File: src/rtl/vram_fetch_pkg.sv
// Shared definitions for the VRAM fetch controller: graphics mode encodings,
// fetch/CPU arbitration FSM states and the fetch period for each mode.
package vram_fetch_pkg;

  typedef enum logic [2:0] {
    GFX_8P_2BIT      = 3'd0,
    GFX_4P_2BIT      = 3'd1,
    GFX_4P_1BIT      = 3'd2,
    GFX_2P_1BIT      = 3'd3,
    GFX_2P_1BIT_HALF = 3'd4
  } gfx_mode_e;

  typedef enum logic [2:0] {
    ST_IDLE,
    ST_V_ADDR,
    ST_V_DATA,
    ST_C_ADDR,
    ST_C_DATA
  } fetch_state_e;

  localparam int unsigned PERIOD_WIDE   = 32;
  localparam int unsigned PERIOD_NARROW = 16;
  localparam int unsigned PERIOD_HALF   = 8;

  // Reserved encodings (5-7) never fetch and never restrict CPU access.
  function automatic logic mode_fetches(input logic [2:0] mode);
    return (mode <= GFX_2P_1BIT_HALF);
  endfunction

  // Periods are powers of two, so the phase is graph_pixel masked by period-1.
  function automatic logic [4:0] phase_mask(input logic [2:0] mode);
    case (mode)
      GFX_8P_2BIT, GFX_4P_1BIT:      return 5'(PERIOD_WIDE - 1);
      GFX_4P_2BIT, GFX_2P_1BIT:      return 5'(PERIOD_NARROW - 1);
      GFX_2P_1BIT_HALF:              return 5'(PERIOD_HALF - 1);
      default:                       return '0;
    endcase
  endfunction

endpackage

File: src/rtl/vram_fetch_ctrl.sv
// Single-port VRAM arbiter: periodic video byte fetches with CPU accesses slotted
// between them. Optional VRAM_LINE_REPEAT_EN repeats each row rep_count+1 lines.
module vram_fetch_ctrl
  import vram_fetch_pkg::*;
#(
  parameter int unsigned VRAM_AW = 13
) (
  input  logic               pixel_clock,
  input  logic               reset,
  input  logic               frame_start,
  input  logic               line_start,
  input  logic               h_active,
  input  logic [2:0]         gfx_mode,
  input  logic [VRAM_AW-1:0] base_addr,
`ifdef VRAM_LINE_REPEAT_EN
  input  logic [1:0]         rep_count,
`endif
  output logic [8:0]         graph_pixel,
  output logic [7:0]         pixel_code,
  output logic [VRAM_AW-1:0] vram_addr,
  output logic               vram_we,
  output logic [7:0]         vram_wdata,
  input  logic [7:0]         vram_rdata,
  input  logic               cpu_req,
  input  logic               cpu_we,
  input  logic [VRAM_AW-1:0] cpu_addr,
  input  logic [7:0]         cpu_wdata,
  output logic               cpu_ack,
  output logic [7:0]         cpu_rdata
);

  localparam logic [VRAM_AW-1:0] ADDR_ONE = VRAM_AW'(1);

  fetch_state_e       state;
  logic [VRAM_AW-1:0] row_addr;
  logic [VRAM_AW-1:0] fetch_addr;
  logic [VRAM_AW-1:0] fetch_cnt;
  logic [VRAM_AW-1:0] next_row;
  logic [7:0]         cpu_rdata_q;
  logic               cpu_write_q;
  logic [4:0]         mask;
  logic [4:0]         phase;
  logic               fetching_mode;
  logic               fetch_due;
  logic               cpu_blocked;
  logic               cpu_start;
  logic               fetch_done;

`ifdef VRAM_LINE_REPEAT_EN
  logic [1:0]         line_cnt;
`endif

  always_comb begin
    mask          = phase_mask(gfx_mode);
    fetching_mode = mode_fetches(gfx_mode);
    phase         = graph_pixel[4:0] & mask;
    fetch_due     = h_active && fetching_mode && (phase == 5'd1);
    // A CPU access takes three cycles from IDLE; starting at phase P-1 or 0
    // would leave the FSM busy at the next phase-1 fetch slot.
    cpu_blocked   = h_active && fetching_mode && ((phase == mask) || (phase == 5'd0));
    cpu_start     = cpu_req && !fetch_due && !cpu_blocked;
    fetch_done    = (state == ST_V_DATA);
    next_row      = row_addr + fetch_cnt;
  end

  always_ff @(posedge pixel_clock) begin
    if (reset) begin
      graph_pixel <= '0;
    end else if (line_start) begin
      graph_pixel <= '0;
    end else if (h_active && (graph_pixel != '1)) begin
      graph_pixel <= graph_pixel + 9'd1;
    end
  end

  always_ff @(posedge pixel_clock) begin
    if (reset) begin
      row_addr   <= '0;
      fetch_addr <= '0;
      fetch_cnt  <= '0;
`ifdef VRAM_LINE_REPEAT_EN
      line_cnt   <= '0;
`endif
    end else if (frame_start) begin
      row_addr   <= base_addr;
      fetch_addr <= base_addr;
      fetch_cnt  <= '0;
`ifdef VRAM_LINE_REPEAT_EN
      line_cnt   <= '0;
`endif
    end else if (line_start) begin
      fetch_cnt <= '0;
`ifdef VRAM_LINE_REPEAT_EN
      if (line_cnt == rep_count) begin
        row_addr   <= next_row;
        fetch_addr <= next_row;
        line_cnt   <= '0;
      end else begin
        fetch_addr <= row_addr;
        line_cnt   <= line_cnt + 2'd1;
      end
`else
      row_addr   <= next_row;
      fetch_addr <= next_row;
`endif
    end else if (fetch_done) begin
      fetch_addr <= fetch_addr + ADDR_ONE;
      fetch_cnt  <= fetch_cnt + ADDR_ONE;
    end
  end

  always_ff @(posedge pixel_clock) begin
    if (reset) begin
      state       <= ST_IDLE;
      vram_addr   <= '0;
      vram_we     <= 1'b0;
      vram_wdata  <= '0;
      pixel_code  <= '0;
      cpu_rdata_q <= '0;
      cpu_write_q <= 1'b0;
      cpu_ack     <= 1'b0;
    end else begin
      case (state)
        ST_IDLE: begin
          if (fetch_due) begin
            vram_addr <= fetch_addr;
            vram_we   <= 1'b0;
            state     <= ST_V_ADDR;
          end else if (cpu_start) begin
            vram_addr   <= cpu_addr;
            vram_we     <= cpu_we;
            vram_wdata  <= cpu_wdata;
            cpu_write_q <= cpu_we;
            state       <= ST_C_ADDR;
          end
        end
        ST_V_ADDR: state <= ST_V_DATA;
        ST_V_DATA: begin
          pixel_code <= vram_rdata;
          state      <= ST_IDLE;
        end
        ST_C_ADDR: begin
          vram_we <= 1'b0;
          cpu_ack <= 1'b1;
          state   <= ST_C_DATA;
        end
        ST_C_DATA: begin
          if (!cpu_write_q) begin
            cpu_rdata_q <= vram_rdata;
          end
          vram_we <= 1'b0;
          cpu_ack <= 1'b0;
          state   <= ST_IDLE;
        end
        default: state <= ST_IDLE;
      endcase
    end
  end

  // The ack cycle is the cycle RAM data arrives, so read data bypasses the
  // holding register during that cycle to be valid together with cpu_ack.
  assign cpu_rdata = ((state == ST_C_DATA) && !cpu_write_q) ? vram_rdata : cpu_rdata_q;

endmodule

File: config.mk
export PLATFORM = sky130hd
export DESIGN_NAME = vram_fetch_ctrl
export DESIGN_NICKNAME = d
export VERILOG_FILES = /design/src/rtl/vram_fetch_pkg.sv /design/src/rtl/vram_fetch_ctrl.sv
export SDC_FILE = /design/constraint.sdc
export NUM_CORES = 1
export LEC_CHECK = 0
export ABC_AREA = 1
export CAP_MARGIN = 20
export CORE_MARGIN = 4
export CORE_UTILIZATION = 45
export DETAILED_ROUTE_END_ITERATION = 16
export PLACE_DENSITY = 0.71
export RECOVER_POWER = 50
export SLEW_MARGIN = 30
export SYNTH_ARGS = -nofsm -noshare
export SYNTH_HDL_FRONTEND = slang
export SYNTH_SLANG_ARGS = --single-unit
File: constraint.sdc
create_clock -name pixel_clock -period 3.2 [get_ports pixel_clock]
set_input_delay 0.64 -clock pixel_clock [delete_from_list [all_inputs] [get_ports pixel_clock]]
set_output_delay 0.64 -clock pixel_clock [all_outputs]
set_load 0.005 [all_outputs]
-- Word-level counts from Yosys, hierarchy flattened
Cells that the tools add are included.
W data, S select, Z words.
- register bits: 91
- word-level logic and storage cells: 76
- bits of input ports: 52
- output and inout bits: 48
- muxes and demuxes: 16
- bitwise operators: 3
- reduce and logical (&&, ||, !) cells: 28
- equal/unequal tests: 12
- magnitude comparators: 1
- $add $sub $neg: 4
- operators with widths (operator ; number):
    $mux W13 ; 7
    $add A13 B1 Y13 const B ; 2
    $pmux W5 S3 ; 1
    $add A13 B13 Y13 ; 1
    $eq A3 B2 Y1 const B ; 4
    $add A9 B1 Y9 const B ; 1
    $ne A9 B9 Y1 const B ; 1
    $pmux W3 S3 ; 1
    $mux W8 ; 1
    $reduce_bool A2 Y1 ; 4
    $reduce_or A2 Y1 ; 4
    $logic_and A1 B1 Y1 ; 7
    $eq A3 B1 Y1 const B ; 2
    $eq A3 B3 Y1 const B ; 2
    $logic_not A3 Y1 ; 2
    $mux W3 ; 2
    $reduce_and A2 Y1 ; 3
    $and A5 B5 Y5 ; 1
    $eq A5 B1 Y1 const B ; 1
    $eq A5 B5 Y1 ; 1
    $logic_not A5 Y1 ; 1
    $pmux W1 S2 ; 2
    $le A3 B3 Y1 const B ; 1
    $logic_not A1 Y1 ; 3
    other kinds (7) ; 9

-- Depth between registers and ports, before layout
- word-level depth: 12
- depth in mapped cells: 13
- depth with buffers taken out: 12

-- Least setup slack after synthesis
OpenSTA, ideal clock, no wires.
- path type: register -> register
- start point: register graph_pixel[0]
- end point: register graph_pixel[7]
- buffers on the path: 1
- required time: 3.084 ns
- slack: 1.340 ns
- clock period less this slack: 1.860 ns
- cell stages (with the launch flop): 13
- library setup time: 0.116 ns
- arrival time: 1.744 ns
- path through: dfxtp_1 -> ha_1 -> nand3_1 -> nor2_1 -> ha_1 -> or2_1 -> buf_2 -> nor2_2 -> nand2_1 -> nor2_2 -> nand3_1 -> xor2_1 -> nor2_1
- word-level cells in the longest chain between the ends: 2
- elaborated cells on any way between the ends: 3
- those cells by class: add/sub: 1; eq/ne: 1; reduce/logical: 1
- ends and longest elaborated chain (what ; line ; source):
    start: declaration ; vram_fetch_ctrl.sv:18 ; output logic [8:0] graph_pixel,
    start signal: assignment ; vram_fetch_ctrl.sv:72 ; graph_pixel <= graph_pixel + 9'd1;
    branches (longest 2 deep; another with $add A9 B1 Y9) ; - ;
Several ways; the timed one is not identified.
A chain may end at the register's enable or synchronous reset.

-- Worst setup path in the final report
- start point: register state[0]
- end point: output port cpu_rdata[6]
- word-level cells in the longest chain between the ends: 3
- ends and longest elaborated chain (what ; line ; source):
    start: declaration ; vram_fetch_ctrl.sv:34 ; fetch_state_e state;
    start signal: assignment ; vram_fetch_ctrl.sv:114 ; state <= ST_IDLE;
    start signal: assignment ; vram_fetch_ctrl.sv:128 ; state <= ST_V_ADDR;
    start signal: assignment ; vram_fetch_ctrl.sv:134 ; state <= ST_C_ADDR;
    $eq A3 B3 Y1 ; vram_fetch_ctrl.sv:162 ; assign cpu_rdata = ((state == ST_C_DATA) && !cpu_write_q) ? vram_rdata : cpu_rdata_q;
    $logic_and A1 B1 Y1 ; vram_fetch_ctrl.sv:162 ;
    $mux W8 ; vram_fetch_ctrl.sv:162 ;
    end: declaration ; vram_fetch_ctrl.sv:29 ; output logic [7:0] cpu_rdata
No other way between the ends.

==> impl_results.html <==
<table>
<tr><th>Metric</th><th>Value</th></tr>
<tr><th colspan="2">Synth</th></tr>
<tr><td>Mapped cell area</td><td>5130 um2</td></tr>
<tr><td>Syn nets</td><td>836</td></tr>
<tr><td>Distinct cell type count after synthesis</td><td>44</td></tr>
<tr><td>Main flop type after synthesis</td><td>sky130_fd_sc_hd__dfxtp_1</td></tr>
<tr><td>Number of synthesized flops with an enable pin</td><td>0</td></tr>
<tr><td>Number of synthesized register bits</td><td>91</td></tr>
<tr><td>Sequential share of the synthesized area</td><td>35.5%</td></tr>
<tr><td>Proportion of synthesized flip-flops having asynchronous set or reset</td><td>0%</td></tr>
<tr><td>Synthesized netlist cell count</td><td>767</td></tr>
<tr><td>Avg Synthesized Cell Area</td><td>6.68 um2</td></tr>
<tr><td>Synthesis warning total</td><td>0</td></tr>
<tr><th colspan="2">STA</th></tr>
<tr><td>Max Clk Rate</td><td>0.352 GHz</td></tr>
<tr><td>Setup TNS</td><td>0 ps</td></tr>
<tr><td>Period utilisation layout</td><td>88.8%</td></tr>
<tr><td>RSZ-0062 raised after global routing</td><td>no</td></tr>
<tr><td>Actual transition at the worst max-transition pin</td><td>1240 ps</td></tr>
<tr><td># setup viols final</td><td>0</td></tr>
<tr><td>Clock period minus final worst setup slack</td><td>2840 ps</td></tr>
<tr><td>Largest clock skew in the final design</td><td>8.12 ps</td></tr>
<tr><td>Fin. max-slew vios</td><td>0</td></tr>
<tr><td>Final hold viol count</td><td>0</td></tr>
<tr><td>Rel. slew slack</td><td>17.4%</td></tr>
<tr><th colspan="2">Flow run</th></tr>
<tr><td>Max cap viols</td><td>0</td></tr>
<tr><th colspan="2">Final layout</th></tr>
<tr><td>Top library cells by usage in the layout, fill and taps aside</td><td>sky130_fd_sc_hd__nand2_1, sky130_fd_sc_hd__inv_1, sky130_fd_sc_hd__dfxtp_1</td></tr>
<tr><td>Relative area change from synthesis to final layout</td><td>26.8%</td></tr>
<tr><td>Most common cell after layout, fill and taps aside</td><td>sky130_fd_sc_hd__nand2_1</td></tr>
<tr><td>Area of all placed cells without fillers</td><td>6500 um2</td></tr>
<tr><td>Diodes inserted</td><td>0</td></tr>
<tr><td>Fillers</td><td>1,050</td></tr>
<tr><td>Fraction of final layout cells with drive strength greater than 1</td><td>6.26%</td></tr>
<tr><td>Net count reported at finish</td><td>927</td></tr>
<tr><th colspan="2">Min path</th></tr>
<tr><td>Instance count along the most critical hold path</td><td>2</td></tr>
<tr><td>Critical hold path startpoint</td><td>row_addr[10]</td></tr>
<tr><td>End of the worst hold path</td><td>row_addr[10]</td></tr>
<tr><td>Type of the most critical hold path</td><td>reg2reg</td></tr>
<tr><th colspan="2">Power</th></tr>
<tr><td>Total power density per cell area</td><td>474 nW/um2</td></tr>
<tr><td>IR drop worst, VDD</td><td>0.000259 V</td></tr>
<tr><td>Leakage dissipation</td><td>2.93 nW</td></tr>
<tr><th colspan="2">CTS</th></tr>
<tr><td>Clk Latency, worst-skew pair</td><td>340 ps</td></tr>
<tr><td>Clock tree from TritonCTS</td><td>done</td></tr>
<tr><td>Setup bufs post-CTS</td><td>0</td></tr>
<tr><td>Clock transition at the registers of the reported paths</td><td>70 ps</td></tr>
<tr><td>Number of hold buffers added after CTS</td><td>0</td></tr>
<tr><td>Htree depth</td><td>3</td></tr>
<tr><td>Inserted Clock Buffers</td><td>9</td></tr>
<tr><td>Gates resized, CTS repair</td><td>0</td></tr>
<tr><td>Clock Sinks</td><td>91</td></tr>
<tr><td>Cell at the root of the clock tree</td><td>sky130_fd_sc_hd__clkbuf_16</td></tr>
<tr><td>Max Root-Sink Buffers</td><td>2</td></tr>
<tr><th colspan="2">Floorplan</th></tr>
<tr><td>Starting utilization of the core area</td><td>46.7%</td></tr>
<tr><td>Io pins</td><td>100</td></tr>
<tr><td>Area of the die</td><td>13,200 um2</td></tr>
<tr><td>Placement Rows</td><td>38</td></tr>
<tr><td>Die height</td><td>115 um</td></tr>
<tr><td>Chip width</td><td>115 um</td></tr>
<tr><td>Std-Cell Core Area</td><td>11,000 um2</td></tr>
<tr><th colspan="2">Worst setup path</th></tr>
<tr><td>Worst setup path category</td><td>reg2out</td></tr>
<tr><td>Worst R2R Start</td><td>graph_pixel[1]</td></tr>
<tr><td>Count of cells along the worst register-to-register path</td><td>10</td></tr>
<tr><td>Data required, critical path</td><td>2560 ps</td></tr>
<tr><td>Worst path arrival time</td><td>2200 ps</td></tr>
<tr><td>Type of origin of the critical path</td><td>flip-flop</td></tr>
<tr><td>Critical path endpoint category</td><td>output port</td></tr>
<tr><td>End of the worst register-to-register path</td><td>graph_pixel[4]</td></tr>
<tr><td>Worst setup slack for register-to-register paths</td><td>1010 ps</td></tr>
<tr><td>CP max FO</td><td>24</td></tr>
<tr><th colspan="2">Placement</th></tr>
<tr><td>Instance area at placement</td><td>6210 um2</td></tr>
<tr><td>Number of buffer cells added on primary ports</td><td>99</td></tr>
<tr><td>Final HPWL DP</td><td>10.3 mm</td></tr>
<tr><td>Last weighted congestion value of the routability-driven placer</td><td>0.888</td></tr>
<tr><th colspan="2">Global routing</th></tr>
<tr><td>Wire length of the first global-routing pass</td><td>22.6 mm</td></tr>
<tr><td>Maximum number of pins on one net before global-route repair</td><td>29</td></tr>
<tr><td>Number of antenna violations at the first check in global routing</td><td>0</td></tr>
<tr><td>Total congestion overflow after global routing</td><td>0</td></tr>
<tr><td>Via count of the first global-routing pass</td><td>5,048</td></tr>
<tr><td>GRT Util Overall</td><td>21.1%</td></tr>
<tr><th colspan="2">Routing</th></tr>
<tr><td>Starting DRT DRC Count</td><td>299</td></tr>
<tr><td>Routed wirelength normalized by instance count</td><td>13.8 um</td></tr>
<tr><td>Number of detailed-routing iterations run before antenna repair</td><td>4</td></tr>
<tr><td>Total via count after detailed routing</td><td>5,247</td></tr>
<tr><td>Routed Antenna Nets</td><td>0</td></tr>
<tr><td>Detailed Route WL</td><td>13.8 mm</td></tr>
<tr><td>Post-detailed-route DRC marker count</td><td>0</td></tr>
<tr><td>Vias/cell</td><td>5.23</td></tr>
<tr><th colspan="2">Outcome</th></tr>
<tr><td>Run status</td><td>finished clean</td></tr>
</table>
-- worst max path at each step --
stage / start / endpoint / slack, ps / cells after the start
6_report: state[0] / cpu_rdata[6] / 360 / 8
2_1_floorplan: graph_pixel[0] / graph_pixel[7] / 1340 / 12
3_3_place_gp: gfx_mode[2] / vram_wdata[1] / 730 / 10
3_5_place_dp: gfx_mode[2] / vram_wdata[7] / 680 / 10
5_1_grt: state[0] / cpu_rdata[6] / 220 / 8
4_1_cts: state[0] / cpu_rdata[6] / 380 / 8
-- area by class of cell --
cell class	count	area, um2	area share, %
well taps	140	175	2.70
clock inverters	4	48.8	0.751
repair buffers	107	1040	16.0
clock buffers	12	256	3.95
multi-input cells	543	2760	42.4
flip-flops and latches	91	1820	28.0
inverters	106	398	6.12
-- layer usage --
metal	routed length, um	vias to the layer above	track usage (%)
met3	727	25	4.26
met4	272	0	8.14
li1	-	2679	-
met5	0	-	0
met2	6420	138	34.6
met1	6380	2405	27.3
-- logic make-up (layout without fill, tap and decap cells) --
group,after synthesis,count (layout),synth area share (%)
AOI/OAI and AO/OA,156,156,16.9
xor gates and xnor gates,6,6,1.03
adders and majority gates,17,17,4.30
buffers and inverters,133,229,10.6
DFF,91,91,35.5
and+or+nand+nor,364,364,31.6
-- metrics by stage --
step	worst slack [ps]	power, mW	utilization [%]	hold WS, ps	instances
4_1_cts	378	3.14	59.3	467	1003
2_1_floorplan	1340	1.73	-	432	767
5_1_grt	219	3.25	59.2	491	1003
6_report	359	3.08	59.2	461	1003
3_3_place_gp	727	2.03	56.5	444	987
3_5_place_dp	678	2.04	56.5	457	987
-- state kept, by name (all words and copies together), names as in the netlist, 3 cells and up --
name	cells
cpu_rdata_q	8
fetch_addr	13
fetch_cnt	13
graph_pixel	9
pixel_code	8
row_addr	13
state	3
vram_addr	13
vram_wdata	8
-- power breakdown --
group          total, mW  leakage, nW  switching (mW)  internal (mW)
Sequential          1.31        0.745          0.0691           1.24
Clock               1.10        0.153           0.448          0.648
Combinational      0.673         2.04           0.365          0.308
-- cell usage after synthesis, types with 4 or more instances --
library cell	n	share of area, %
sky130_fd_sc_hd__dfxtp_1	91	36
sky130_fd_sc_hd__clkbuf_1	8	0.59
sky130_fd_sc_hd__a211oi_1	8	1.2
sky130_fd_sc_hd__o21bai_1	4	0.59
sky130_fd_sc_hd__xor2_1	5	0.85
sky130_fd_sc_hd__ha_1	16	3.9
sky130_fd_sc_hd__a31oi_1	7	0.85
sky130_fd_sc_hd__or2_2	12	1.5
sky130_fd_sc_hd__o21ai_0	50	4.9
sky130_fd_sc_hd__buf_2	12	1.2
sky130_fd_sc_hd__a21oi_1	71	6.9
sky130_fd_sc_hd__nand2_1	165	12
sky130_fd_sc_hd__o211ai_1	5	0.73
sky130_fd_sc_hd__nand3_1	70	6.8
sky130_fd_sc_hd__nor3_1	13	1.3
sky130_fd_sc_hd__nor2_2	8	0.98
sky130_fd_sc_hd__nand4_1	7	0.85
sky130_fd_sc_hd__inv_1	104	7.6
sky130_fd_sc_hd__nor2_1	73	5.3
-- worst max-delay path, cell delays in order (launching register included) --
cell and delay, ps:
sky130_fd_sc_hd__dfxtp_1 340, sky130_fd_sc_hd__nor2_1 130, sky130_fd_sc_hd__nand2_1 120, sky130_fd_sc_hd__nor2_1 110, sky130_fd_sc_hd__buf_4 260, sky130_fd_sc_hd__or2_2 150, sky130_fd_sc_hd__inv_1 40, sky130_fd_sc_hd__a21oi_1 160
sky130_fd_sc_hd__clkdlybuf4s50_1 530
Power figures use the tool's default switching activity.
